**src/rtl/ex_commit_ctrl_pkg.sv**
```systemverilog
// Shared definitions for the writeback commit controller.
// Holds the CP0 excodes, the default exception vector and the FSM state type.
// Optional statistics counters in ex_commit_ctrl are enabled by EX_COMMIT_STAT_EN.
package ex_commit_ctrl_pkg;

  localparam logic [4:0] EX_INT  = 5'h00;
  localparam logic [4:0] EX_ADEL = 5'h04;
  localparam logic [4:0] EX_ADES = 5'h05;
  localparam logic [4:0] EX_SYS  = 5'h08;
  localparam logic [4:0] EX_BP   = 5'h09;
  localparam logic [4:0] EX_RI   = 5'h0A;
  localparam logic [4:0] EX_OV   = 5'h0C;

  // BEV is fixed at 1, so the general exception entry is in kseg1 boot space.
  localparam logic [31:0] EX_VECTOR_DEF = 32'hBFC00380;

  typedef enum logic {
    ST_IDLE  = 1'b0,
    ST_REDIR = 1'b1
  } state_t;

endpackage

```
**src/rtl/ex_commit_prio.sv**
```systemverilog
// Combinational priority pick for the committing instruction.
// Order: interrupt, synchronous exception, ERET, TLB refetch.
// Ports:
//   has_int, ws_ex, ws_excode, ws_eret, ws_tlb_refetch : event sources
//   is_ex, is_eret, is_refetch : one-hot winning event (all 0 = normal commit)
//   excode : CP0 excode for the exception case
module ex_commit_prio
  import ex_commit_ctrl_pkg::*;
(
  input  logic       has_int,
  input  logic       ws_ex,
  input  logic [4:0] ws_excode,
  input  logic       ws_eret,
  input  logic       ws_tlb_refetch,
  output logic       is_ex,
  output logic       is_eret,
  output logic       is_refetch,
  output logic [4:0] excode
);

  assign is_ex      = has_int | ws_ex;
  assign is_eret    = ~is_ex & ws_eret;
  assign is_refetch = ~is_ex & ~ws_eret & ws_tlb_refetch;
  assign excode     = has_int ? EX_INT : ws_excode;

endmodule

```
**src/rtl/ex_commit_ctrl.sv**
```systemverilog
// Writeback commit controller feeding CP0 and redirecting fetch.
// Produces the CP0 strobes for the committing instruction, then holds a
// flush + redirect request towards fetch until it is accepted.
// Ports:
//   clk, reset                  : clock, async active-high reset
//   ws_*                        : committing instruction from WB
//   has_int, c0_epc             : from CP0
//   ws_allowin                  : WB may accept a new instruction
//   mtc0_we, wb_ex, wb_bd, eret_flush, wb_excode, wb_pc, wb_badvaddr : to CP0
//   flush_pipe                  : kill all younger stages
//   redir_valid/redir_pc/redir_ready : redirect handshake with fetch
//   stat_* (EX_COMMIT_STAT_EN)  : exception, interrupt and stall counters
//
// state    | meaning
// ---------+-------------------------------------------------------------
// ST_IDLE  | accepting commits; strobes driven for the committing instr
// ST_REDIR | flushing; redirect to redir_pc offered until fetch accepts
module ex_commit_ctrl
  import ex_commit_ctrl_pkg::*;
#(
  parameter int              PC_W      = 32,
  parameter logic [PC_W-1:0] EX_VECTOR = PC_W'(EX_VECTOR_DEF)
)
(
  input  logic            clk,
  input  logic            reset,
  input  logic            ws_valid,
  input  logic [PC_W-1:0] ws_pc,
  input  logic            ws_bd,
  input  logic            ws_ex,
  input  logic [4:0]      ws_excode,
  input  logic [PC_W-1:0] ws_badvaddr,
  input  logic            ws_eret,
  input  logic            ws_mtc0,
  input  logic            ws_tlb_refetch,
  input  logic            has_int,
  input  logic [PC_W-1:0] c0_epc,
  output logic            ws_allowin,
  output logic            mtc0_we,
  output logic            wb_ex,
  output logic            wb_bd,
  output logic            eret_flush,
  output logic [4:0]      wb_excode,
  output logic [PC_W-1:0] wb_pc,
  output logic [PC_W-1:0] wb_badvaddr,
  output logic            flush_pipe,
  output logic            redir_valid,
  output logic [PC_W-1:0] redir_pc,
  input  logic            redir_ready
`ifdef EX_COMMIT_STAT_EN
  ,
  output logic [31:0]     stat_ex_cnt,
  output logic [31:0]     stat_int_cnt,
  output logic [31:0]     stat_stall_cnt
`endif
);

  state_t          state;
  logic            is_ex;
  logic            is_eret;
  logic            is_refetch;
  logic [4:0]      pick_code;
  logic            commit;
  logic            redirect;
  logic [PC_W-1:0] target;

  ex_commit_prio u_prio (
    .has_int        (has_int),
    .ws_ex          (ws_ex),
    .ws_excode      (ws_excode),
    .ws_eret        (ws_eret),
    .ws_tlb_refetch (ws_tlb_refetch),
    .is_ex          (is_ex),
    .is_eret        (is_eret),
    .is_refetch     (is_refetch),
    .excode         (pick_code)
  );

  // Reset gates the strobes so CP0 never sees a commit while the FSM is held.
  assign commit   = ws_valid & (state == ST_IDLE) & ~reset;
  assign redirect = commit & (is_ex | is_eret | is_refetch);

  assign wb_ex       = commit & is_ex;
  assign eret_flush  = commit & is_eret;
  assign mtc0_we     = commit & ws_mtc0 & ~is_ex;
  assign wb_excode   = wb_ex ? pick_code : 5'h00;
  assign wb_bd       = wb_ex & ws_bd;
  assign wb_pc       = ws_pc;
  assign wb_badvaddr = ws_badvaddr;

  always_comb begin
    target = ws_pc + PC_W'(4);
    if (is_ex)
      target = EX_VECTOR;
    else if (is_eret)
      target = c0_epc;
  end

  always_ff @(posedge clk or posedge reset) begin
    if (reset) begin
      state       <= ST_IDLE;
      redir_pc    <= EX_VECTOR;
      redir_valid <= 1'b0;
      flush_pipe  <= 1'b0;
      ws_allowin  <= 1'b1;
    end else begin
      case (state)
        ST_IDLE: begin
          if (redirect) begin
            state       <= ST_REDIR;
            redir_pc    <= target;
            redir_valid <= 1'b1;
            flush_pipe  <= 1'b1;
            ws_allowin  <= 1'b0;
          end
        end
        ST_REDIR: begin
          if (redir_ready) begin
            state       <= ST_IDLE;
            redir_valid <= 1'b0;
            flush_pipe  <= 1'b0;
            ws_allowin  <= 1'b1;
          end
        end
        default: begin
          state       <= ST_IDLE;
          redir_valid <= 1'b0;
          flush_pipe  <= 1'b0;
          ws_allowin  <= 1'b1;
        end
      endcase
    end
  end

`ifdef EX_COMMIT_STAT_EN
  always_ff @(posedge clk or posedge reset) begin
    if (reset) begin
      stat_ex_cnt    <= 32'd0;
      stat_int_cnt   <= 32'd0;
      stat_stall_cnt <= 32'd0;
    end else begin
      if (wb_ex)
        stat_ex_cnt <= stat_ex_cnt + 32'd1;
      if (commit & has_int)
        stat_int_cnt <= stat_int_cnt + 32'd1;
      if ((state == ST_REDIR) & ~redir_ready)
        stat_stall_cnt <= stat_stall_cnt + 32'd1;
    end
  end
`endif

endmodule

```
**config.mk**
```make
export PLATFORM = sky130hd
export DESIGN_NAME = ex_commit_ctrl
export DESIGN_NICKNAME = d
export VERILOG_FILES = /design/src/rtl/ex_commit_ctrl_pkg.sv /design/src/rtl/ex_commit_prio.sv /design/src/rtl/ex_commit_ctrl.sv
export SDC_FILE = /design/constraint.sdc
export NUM_CORES = 1
export LEC_CHECK = 0
export BUFFER_PORTS_ARGS = -buffer_cell sky130_fd_sc_hd__buf_2
export CAP_MARGIN = 20
export CORE_MARGIN = 10
export CORE_UTILIZATION = 43
export DETAILED_ROUTE_END_ITERATION = 16
export PLACE_DENSITY = 0.88
export SLEW_MARGIN = 20
export SYNTH_ARGS = -nofsm -noshare
export SYNTH_HDL_FRONTEND = slang
export SYNTH_SLANG_ARGS = --single-unit
```
**constraint.sdc**
```tcl
create_clock -name clk -period 3 [get_ports clk]
set_input_delay 0.6 -clock clk [delete_from_list [all_inputs] [get_ports clk]]
set_output_delay 0.6 -clock clk [all_outputs]
set_load 0.05 [all_outputs]
```
==> results.md, run 1 <==
* Routed length per instance at 19.04 um
* Die area at 9755 um^2
* Area delta synth->final at 16.37%
* Clk_skew at 8.614 ps
* Ports placed on the boundary at 219
* Worst path required time at 2400 ps
* Core region area at 5956 um^2
* Latest clock arrival within the worst-skew pair at 290 ps
* Horiz. Die Dim at 98.77 um
* Fraction of the yosys area taken by sequential cells at 33.44%
* Sum of routed wire length over all layers at between 9 and 10 mm
* Vias after detailed routing at 2584
* Slew at the pin closest to its max-slew limit at 874.6 ps
* Post-synth net total at 425
* Maximum buffer depth of the clock tree at 2
* Crit share post-route at 89.17%
* Run status: finished, final reports clean
* Buffer type at the clock tree root: sky130_fd_sc_hd__clkbuf_8
* DRC viols at 0
* Class of the tightest hold or removal check: primary input to async pin
* Number of warnings issued by yosys at 0
* Buffers added on ports at 154
* Max Freq at around 370 MHz
* Post-Layout Inst Area at approximately 3100 um^2
* Worst Setup Path Type: flip-flop to output pin
* Max H-tree Level at 2
* Maximum vdd drop at 0.2237 mV
* RSZ-0062 raised after global routing: false
* Hold slack final at 434.5 ps
* Pins Over Slew Limit at 0
* Reported max-cap violation count at 0
* EDFF count, synth at 0
* Pwr per Cell Area at 480.2 nW/um^2
* Placement-stage cell area at 3024 um^2
* Post-synthesis cell area at 2668 um^2
* Clk pin slew, worst setup/hold paths at 70 ps
* Lkg Pwr at about 1.5 nW
* Total global routing overflow at 0
* Inserted Diodes at 0
* Die Ht at around 100 um
* Number of global-route vias before repair at 2782
* Overall track demand over capacity in global routing at 17.99%
* Finish-stage setup viols at 0
* Starting DRC count in detailed routing at between 100 and 150
* Effective utilization at floorplan at 44.79%
* Clock tree sinks at 35
* Net count of the finished layout at between 500 and 600
* Clock buffers created by TritonCTS at 5
* Critical Path Source Type: flip-flop
* Main flop type after synthesis: sky130_fd_sc_hd__dfrtp_1
* Final antenna-violating net count at 0
* Endpoint arrival time on the critical path at approximately 2100 ps
* Number of core rows at 28
* Number of cells on the worst reg-to-reg path at 6
* Setup_tns at 0 ps
* Fraction of synthesized cell area taken by the top area cell type at 20.64%
* CP endpoint kind: output pin
* Cell count after synthesis at ~310
* Cell taking the most area after synthesis: sky130_fd_sc_hd__dfrtp_1
* Number of instances resized during post-cts repair at 0
* Initial antenna violation count at 0
* Asr flop ratio synth at 100.0%
* Max Fanout on Critical Path at 5
* Count of TritonRoute iterations in the first routing pass at 4
* Tmin final at 2675 ps
* Distinct cell type count after synthesis at 43
* Worst slew margin relative to its limit at 41.69%
* Post-DP HPWL at between 7 and 8 mm
* Number of register bits inferred by synthesis at 35
* Wire length of the first global-routing pass at 14.26 mm
* Via/cell ratio at 5.372
* Post-CTS Hold Fix Bufs at 0
* Cell total after placement at 473
* Final GP Congestion at 0.8672
* Area contributors post-synth: sky130_fd_sc_hd__dfrtp_1 (21%), sky130_fd_sc_hd__buf_4 (19%), sky130_fd_sc_hd__dfstp_2 (13%), sky130_fd_sc_hd__xnor2_1 (5.3%), sky130_fd_sc_hd__a21oi_1 (3.6%)
* Layout cell share with drive strength beyond 1 at 45.81%
* Cell Count, Final, Fillers Out at 481
* Endpoints failing hold at 0
* Pin count of the biggest net entering global routing at 27
* Number of buffers added for setup after CTS at 0
* Mean post-synth cell area at 8.523 um^2
* CTS tree: built
## synth_stat cells (all sizes together), types with 4 or more instances
library cell	instances
nand4	9
o21ai	17
nand3	12
nor3	9
and3	4
xor2	9
buf	68
nor2	18
a22oi	10
a21oi	19
o22ai	10
dfrtp	22
nand2	24
xnor2	16
clkbuf	6
dfstp	13
and2	5
inv	8
o31ai	5
## cells by family after synthesis
kind of cell               after synthesis  synth area share (%)
DFF                                     35                 33.44
and+or+nand+nor                         92                 17.73
buffers and inverters                   83                 21.86
adders and majority gates                1                0.4690
xor gates and xnor gates                25                 8.208
muxes                                    3                 1.126
AOI/OAI and AO/OA                       74                 17.17
## cells in the final DEF (no fill, tap or decap), types with 9 or more instances in the layout
cell type / Yosys / final
sky130_fd_sc_hd__xor2_1: 9 / 9
sky130_fd_sc_hd__nand2_1: 24 / 24
sky130_fd_sc_hd__dfrtp_1: 22 / 22
sky130_fd_sc_hd__o22ai_1: 10 / 10
sky130_fd_sc_hd__nor2_1: 18 / 18
sky130_fd_sc_hd__o21ai_0: 15 / 15
sky130_fd_sc_hd__a22oi_1: 10 / 10
sky130_fd_sc_hd__nor3_1: 9 / 9
sky130_fd_sc_hd__dfstp_2: 13 / 13
sky130_fd_sc_hd__nand3_1: 12 / 12
sky130_fd_sc_hd__a21oi_1: 19 / 19
sky130_fd_sc_hd__buf_2: 0 / 154
sky130_fd_sc_hd__xnor2_1: 16 / 16
## worst max-delay path, cell delays in order (launching register included)
cell,delay (ps)
sky130_fd_sc_hd__dfrtp_1,430
sky130_fd_sc_hd__or3b_2,540
sky130_fd_sc_hd__nor3_1,360
sky130_fd_sc_hd__and2_1,190
sky130_fd_sc_hd__buf_2,270
## power breakdown
group / internal (mW) / switching (mW) / total, mW
combinational: 0.151 / 0.439 / 0.590
sequential: 0.537 / 0.0279 / 0.565
clock: 0.165 / 0.171 / 0.336
total: 0.853 / 0.638 / 1.49
## worst paths after layout
kind	startpoint	endpoint	slack, ps
worst max-delay path	state$_DFF_PP0_	wb_excode[1]	320
worst min-delay path	reset	redir_valid$_DFFE_PP0P_	430
worst max register to register	state$_DFF_PP0_	redir_pc[15]$_DFFE_PP0P_	930
worst min register to register	redir_pc[10]$_DFFE_PP0P_	redir_pc[10]$_DFFE_PP0P_	470
max in group asynchronous	reset	redir_pc[10]$_DFFE_PP0P_	1820
min in group clk	redir_pc[10]$_DFFE_PP0P_	redir_pc[10]$_DFFE_PP0P_	470
## area by class of cell
cell class / count / area [um^2]
flip-flops and latches: 35 / 892.1
well taps: 75 / 93.84
multi-input cells: 195 / 1192
fillers: 604 / 2851
clock buffers: 8 / 80.08
repair buffers: 160 / 815.8
inverters: 8 / 30.03
## registers in the layout (all words and copies together) (netlist names)
signal	cells
redir_pc	32
redir_valid	1
state	1
ws_allowin	1
## stage by stage
step | setup WS (ps) | util (%) | total power, mW
after floorplan | 560.0 | - | 1.128
after global placement | 438.6 | 50.78 | 1.156
after detailed placement | 359.8 | 50.78 | 1.168
after CTS | 307.0 | 52.12 | 1.507
after global routing | 178.6 | 52.12 | 1.571
final | 324.8 | 52.12 | 1.491
## per-layer routing
layer | vias to the layer above | track usage, % | wire (um)
met5 | - | 0 | 0
met4 | 0 | 5.954 | 153
met3 | 22 | 7.402 | 882
met2 | 115 | 30.71 | 4522
met1 | 1218 | 19.74 | 3602
li1 | 1229 | - | -
(Power assumes the default switching activity.)
==> run 2, diff against run 1 <==
==> constraint.sdc (replaced) <==
create_clock -name clk -period 3 [get_ports clk]
set_input_delay 0.6 -clock clk [delete_from_list [all_inputs] [get_ports clk]]
set_output_delay 0.6 -clock clk [all_outputs]
set_load 0.005 [all_outputs]
==> results.md, run 2 (synthesis gave the netlist of run 1 again) <==
* Reg2Reg Setup Slack at 910 ps (-20 ps)
* Worst slew margin relative to its limit at 43.29% (+1.6 points)
* Routed length per instance at 18.89 um (-0.79%)
* Buffers added on ports at 154 (unchanged)
* Layout cell share with drive strength beyond 1 at 45.93% (+0.11 points)
* Setup_tns at 0 ps (unchanged)
* Class of the tightest hold or removal check: primary input to async pin
* CP endpoint kind: output pin
* Tmin final at 2525 ps (-150.6 ps)
* Critical Path Slowest Stage Cell: sky130_fd_sc_hd__or3b_2
* Total of fill cells in the finished design at 593 (-1.8%)
* Max Fanout on Critical Path at 10 (+5)
* Lkg Pwr at 1.519 nW (-0.18%)
* CTS tree: built
* Area delta synth->final at 16.14%
* Flip-flop count of the largest register, all copies and words added at 32 (unchanged)
* Clk pin slew, worst setup/hold paths at 70 ps (about the same)
* Run status: finished, final reports clean
* CP bufs+invs at 2 (+1)
* Final GP Congestion at 0.8775 (+1.2%)
* Reg2Reg Capture Point: redir_pc[11]$_DFFE_PP0P_
* Number of global-route vias before repair at 2640 (-5.1%)
* Die Ht at 98.77 um (unchanged)
* Inserted Diodes at 0 (unchanged)
* Total global routing overflow at 0 (unchanged)
* Max Freq at 396.1 MHz (+6.0%)
* Top reg by flops: redir_pc
* Starting DRC count in detailed routing at 80 (-33%)
* Sum of routed wire length over all layers at 9.069 mm (-0.99%)
* Effective utilization at floorplan at 44.79% (unchanged)
* Endpoints failing hold at 0 (unchanged)
* DRC viols at 0 (unchanged)
* Count of TritonRoute iterations in the first routing pass at 4 (unchanged)
* CP peak stage delay at 540 ps (about the same)
* Endpoint arrival time on the critical path at 1920 ps (-160 ps)
* Reported max-cap violation count at 0 (unchanged)
* Core region area at 5956 um^2 (unchanged)
* FF-to-FF Start: state$_DFF_PP0_
* Critical Path Source Type: flip-flop
* Horiz. Die Dim at 98.77 um (unchanged)
* Max H-tree Level at 2 (unchanged)
* Slew at the pin closest to its max-slew limit at 850.6 ps (-24.05 ps)
* Maximum buffer depth of the clock tree at 2 (unchanged)
* Ports placed on the boundary at 219 (unchanged)
* Pins Over Slew Limit at 0 (unchanged)
* Via/cell ratio at 5.325 (-0.88%)
* Most common cell after layout, fill and taps aside: sky130_fd_sc_hd__buf_2
* Clock buffers created by TritonCTS at 5 (unchanged)
* Initial antenna violation count at 0 (unchanged)
* Number of buffers added for setup after CTS at 0 (unchanged)
* Number of core rows at 28 (unchanged)
* Cell class contributing the biggest share of worst-path delay: simple AND/OR/NAND/NOR gates
* Wire length of the first global-routing pass at 13.90 mm (-2.5%)
* Latest clock arrival within the worst-skew pair at 290 ps (about the same)
* Overall track demand over capacity in global routing at 17.53% (-0.46 points)
* Pin count of the biggest net entering global routing at 27 (unchanged)
* Post-CTS Hold Fix Bufs at 0 (unchanged)
* Net count of the finished layout at 516 (-0.19%)
* Finish-stage setup viols at 0 (unchanged)
* Clock tree sinks at 35 (unchanged)
* Post-DP HPWL at 7.461 mm (-2.5%)
* Pwr per Cell Area at 391.9 nW/um^2 (-18%)
* Crit share post-route at 84.15% (-5.0 points)
* Final antenna-violating net count at 0 (unchanged)
* Number of instances resized during post-cts repair at 0 (unchanged)
* Maximum vdd drop at 0.1827 mV (-18%)
* Post-Route Utilization at 52.02% (-0.10 points)
* Vias after detailed routing at 2556 (-1.1%)
* RSZ-0062 raised after global routing: false
* Worst path required time at 2400 ps (about the same)
* Buffer type at the clock tree root: sky130_fd_sc_hd__clkbuf_8
* Cells along the critical path: or3b_2 > nor2_1 > nand2_1 > inv_2 > buf_2
* Clk_skew at 4.054 ps (-4.560 ps)
* Number of cells on the worst reg-to-reg path at 6 (unchanged)
* Worst Setup Path Type: flip-flop to output pin
* Die area at 9755 um^2 (unchanged)
* Most frequent cells in the layout: sky130_fd_sc_hd__buf_2 (154), sky130_fd_sc_hd__nand2_1 (24), sky130_fd_sc_hd__dfrtp_1 (22), sky130_fd_sc_hd__a21oi_1 (19), sky130_fd_sc_hd__nor2_1 (18)
-- run 2: cell count changes in the layout (fill, tap and decap cells not counted) --
cell,delta
sky130_fd_sc_hd__buf_4,-1
sky130_fd_sc_hd__clkbuf_1,-1
sky130_fd_sc_hd__clkinv_2,+1
-- run 2: stage by stage --
step | std cells | worst slack (ps) | instance area [um^2] | total power [mW] | hold slack (ps)
after floorplan | 313 | 832.5 | 2668 | 0.7720 | 472.6
after global placement | 472 | 534.2 | 3017 | 0.8821 | 454.5
after detailed placement | 472 | 500.3 | 3017 | 0.8927 | 463.7
after CTS | 480 | 447.7 | 3098 | 1.234 | 454.7
after global routing | 480 | 335.7 | 3098 | 1.295 | 512.3
final | 480 | 475.5 | 3098 | 1.214 | 444.0
-- run 2: report_power, final --
part | leakage (nW) | switching [mW] | total [mW] | internal [mW]
Clock | 0.0422 | 0.173 | 0.336 | 0.163
Combinational | 1.04 | 0.166 | 0.314 | 0.148
Sequential | 0.433 | 0.0273 | 0.564 | 0.537
-- run 2: layout make-up --
class | count | area [um^2] | area share [%]
flip-flops and latches | 35 | 892.1 | 28.80
well taps | 75 | 93.84 | 3.029
inverters | 8 | 30.03 | 0.9693
clock buffers | 7 | 76.32 | 2.464
clock inverters | 1 | 5.005 | 0.1616
multi-input cells | 195 | 1192 | 38.49
repair buffers | 159 | 808.3 | 26.09
-- run 2: worst max-delay path by stage --
stage / start / endpoint / slack, ps / cells after the start
2_1_floorplan: reset / eret_flush / 830 / 4
3_3_place_gp: reset / eret_flush / 530 / 6
3_5_place_dp: reset / wb_excode[1] / 500 / 5
4_1_cts: state$_DFF_PP0_ / wb_excode[1] / 450 / 4
5_1_grt: state$_DFF_PP0_ / eret_flush / 340 / 5
6_report: state$_DFF_PP0_ / eret_flush / 480 / 5
-- run 2: routing by layer --
metal	GRT usage [%]	wire length (um)	part of all wire [%]	up-vias
met4	6.284	187	2.1	0
met5	0	0	0	-
li1	-	-	-	1226
met1	19.23	3606	40	1184
met2	30.26	4398	48	122
met3	6.425	878	9.7	24
==> run 3, diff against run 2 <==
CORE_UTILIZATION = 36   (was 43)
PLACE_DENSITY = 0.78   (was 0.88)
clock period = 2.1 ns   (was 3 ns; I/O delays follow)
==> results.md, run 3 (synthesis gave the netlist of run 1 again) <==
* Run status: finished, final reports clean
* Cell total after placement at 515 (+9.1%)
* Final GP Congestion at 0.7890 (-10%)
* Flip-flop count of the largest register, all copies and words added at 32 (unchanged)
* Hold slack final at 274.7 ps (-169.3 ps)
* Reg2Reg Setup Slack at 350 ps (-560 ps)
* Pre-CTS setup slack at 17.91 ps (-482.4 ps)
* Crit path to: wb_excode[1]
* Clock buffers created by TritonCTS at 5 (unchanged)
* Number of global-route vias before repair at 2879 (+9.1%)
* Total of fill cells in the finished design at 746 (+26%)
* Layout cell share with drive strength beyond 1 at 50.12% (+4.2 points)
* Routed length per instance at 18.48 um (-2.2%)
* Initial antenna violation count at 0 (unchanged)
* Reported max-cap violation count at 0 (unchanged)
* Cell class contributing the biggest share of worst-path delay: simple AND/OR/NAND/NOR gates
* Ports placed on the boundary at 219 (unchanged)
* Class of the tightest hold or removal check: primary input to async pin
* Pin count of the biggest net entering global routing at 36 (+33%)
* Cell Count, Final, Fillers Out at 524 (+9.2%)
* Top reg by flops: redir_pc
* Lkg Pwr at 1.645 nW (+8.3%)
* Number of cells on the critical path at 5 (unchanged)
* Sum of routed wire length over all layers at 9.683 mm (+6.8%)
* Count of TritonRoute iterations in the first routing pass at 4 (unchanged)
* CTS tree: built
* Wire length of the first global-routing pass at 14.62 mm (+5.2%)
* Max H-tree Level at 2 (unchanged)
* Clock tree sinks at 35 (unchanged)
* Worst Setup Path Type: flip-flop to output pin
* RSZ-0062 raised after global routing: true
* Starting DRC count in detailed routing at 75 (-6.3%)
* Net count of the finished layout at 536 (+3.9%)
* FF-to-FF Start: state$_DFF_PP0_
* Via/cell ratio at 5.134 (-3.6%)
* Number of cells on the worst reg-to-reg path at 5 (-1)
* Min setup slack post-route at 4.774 ps (-470.7 ps)
* Effective utilization at floorplan at 36.98% (-7.8 points)
* Endpoint arrival time on the critical path at 1680 ps (-240 ps)
* Die Ht at 106.1 um (+7.4%)
* Maximum vdd drop at 0.2545 mV (+39%)
* Cell type with the highest occurrence count on the critical path: sky130_fd_sc_hd__buf_6
* Latest clock arrival within the worst-skew pair at 290 ps (about the same)
* Finish-stage setup viols at 0 (unchanged)
* Post-CTS Hold Fix Bufs at 0 (unchanged)
* Max Freq at 477.3 MHz
* Worst slew margin relative to its limit at 60.73% (+17 points)
* Worst path required time at 1680 ps (-720 ps)
* Vias after detailed routing at 2690 (+5.2%)
* CP bufs+invs at 2 (unchanged)
* Endpoints failing hold at 0 (unchanged)
* Pins Over Slew Limit at 0 (unchanged)
* Cells along the critical path: or3b_4 > nor3_4 > buf_6 > and2_4 > buf_6
* Post-Layout Inst Area at 3363 um^2 (+8.6%)
* Inserted Diodes at 0 (unchanged)
* Most frequent cells in the layout: sky130_fd_sc_hd__buf_2 (151), sky130_fd_sc_hd__nand2_1 (23), sky130_fd_sc_hd__buf_4 (23), sky130_fd_sc_hd__dfrtp_1 (22), sky130_fd_sc_hd__a21oi_1 (19)
* Total Power at 1.843 mW (+52%)
* Max Fanout on Critical Path at 5 (-5)
* Slew at the pin closest to its max-slew limit at 587.9 ps (-262.7 ps)
* Crit share post-route at between 90% and 100%
* Critical Path Slowest Stage Cell: sky130_fd_sc_hd__or3b_4
* CP Launch Point: state$_DFF_PP0_
* Total global routing overflow at 0 (unchanged)
* Buffer type at the clock tree root: sky130_fd_sc_hd__clkbuf_8
* Buffers added on ports at 154 (unchanged)
* Most common cell after layout, fill and taps aside: sky130_fd_sc_hd__buf_2
* Number of core rows at 31 (+11%)
* Pwr per Cell Area at 548.0 nW/um^2 (+40%)
* Area delta synth->final at 26.08%
* Post-DP HPWL at 8.029 mm (+7.6%)
* Reg2Reg Capture Point: redir_pc[18]$_DFFE_PP0P_
* CP peak stage delay at 440 ps (-100 ps)
* Die area at 11250 um^2 (+15%)
* Clk_skew at 4.846 ps (+0.7921 ps)
* Overall track demand over capacity in global routing at 16.14% (-1.4 points)
* Maximum buffer depth of the clock tree at 2 (unchanged)
* CP endpoint kind: output pin
* DRC viols at 0 (unchanged)
* Final antenna-violating net count at 0 (unchanged)
* Placement-stage cell area at 3202 um^2 (+6.1%)
* Clk pin slew, worst setup/hold paths at 70 ps (about the same)
* Tmin final at between 2000 and 2500 ps
* Critical Path Source Type: flip-flop
* Core region area at 7214 um^2 (+21%)
* Horiz. Die Dim at 106.1 um (+7.4%)
run 3: cell count changes in the layout (fill, tap and decap cells not counted), sizes merged:
cell / delta
clkinv: -1
clkbuf: +1
buf: +20
run 3: what timing repair did:
action / CTS / global route
gates resized for setup: 3 / 10
endpoints found under the setup margin: 6 / 6
pin swaps: 0 / 5
buffers inserted: 1 / 0
cloned: 0 / 0
hold endpoints to repair: 0 / 0
run 3: layer usage:
layer | GRT usage [%] | part of all wire, % | vias to the layer above
met3 | 6.401 | 9.6 | 20
met4 | 5.416 | 2.0 | 0
met2 | 27.87 | 49 | 123
met1 | 17.67 | 39 | 1288
met5 | 0 | 0 | -
li1 | - | - | 1259
run 3: how the worst min path moves through the flow:
stage,end,slack (ps),cells after the start
3_3_place_gp,redir_pc[1]$_DFFE_PP0P_,450,2
2_1_floorplan,redir_pc[0]$_DFFE_PP0P_,470,2
3_5_place_dp,redir_pc[2]$_DFFE_PP0P_,460,2
4_1_cts,redir_pc[18]$_DFFE_PP0P_,270,3
5_1_grt,redir_pc[6]$_DFFE_PP0P_,320,3
6_report,redir_pc[6]$_DFFE_PP0P_,270,3
run 3: worst register-to-register path, cell delays in order (launching register included):
cell	delay (ps)
sky130_fd_sc_hd__dfrtp_1	390
sky130_fd_sc_hd__or3b_4	440
sky130_fd_sc_hd__a21o_1	300
sky130_fd_sc_hd__buf_12	200
sky130_fd_sc_hd__a22oi_1	200
sky130_fd_sc_hd__o31ai_1	100
run 3: metrics by stage:
step	util, %	setup TNS (ps)
2_1_floorplan	-	0
3_3_place_gp	44.38	0
3_5_place_dp	44.38	0
4_1_cts	46.01	0
5_1_grt	46.62	-269.7
6_report	46.62	0
run 3: power by group:
part / switching, mW / leakage [nW] / internal (mW) / total (mW)
clock: 0.246 / 0.0515 / 0.300 / 0.546
sequential: 0.0367 / 0.433 / 0.767 / 0.803
combinational: 0.255 / 1.16 / 0.239 / 0.494
run 3: final cells by class:
type                            count  area [um^2]  area share, %
Multi-Input combinational cell    195         1224          36.38
Tap cell                           99        123.9          3.683
Timing Repair Buffer              179        993.5          29.54
Inverter                            8        30.03         0.8929
Sequential cell                    35        892.1          26.53
Clock buffer                        8        100.1          2.976
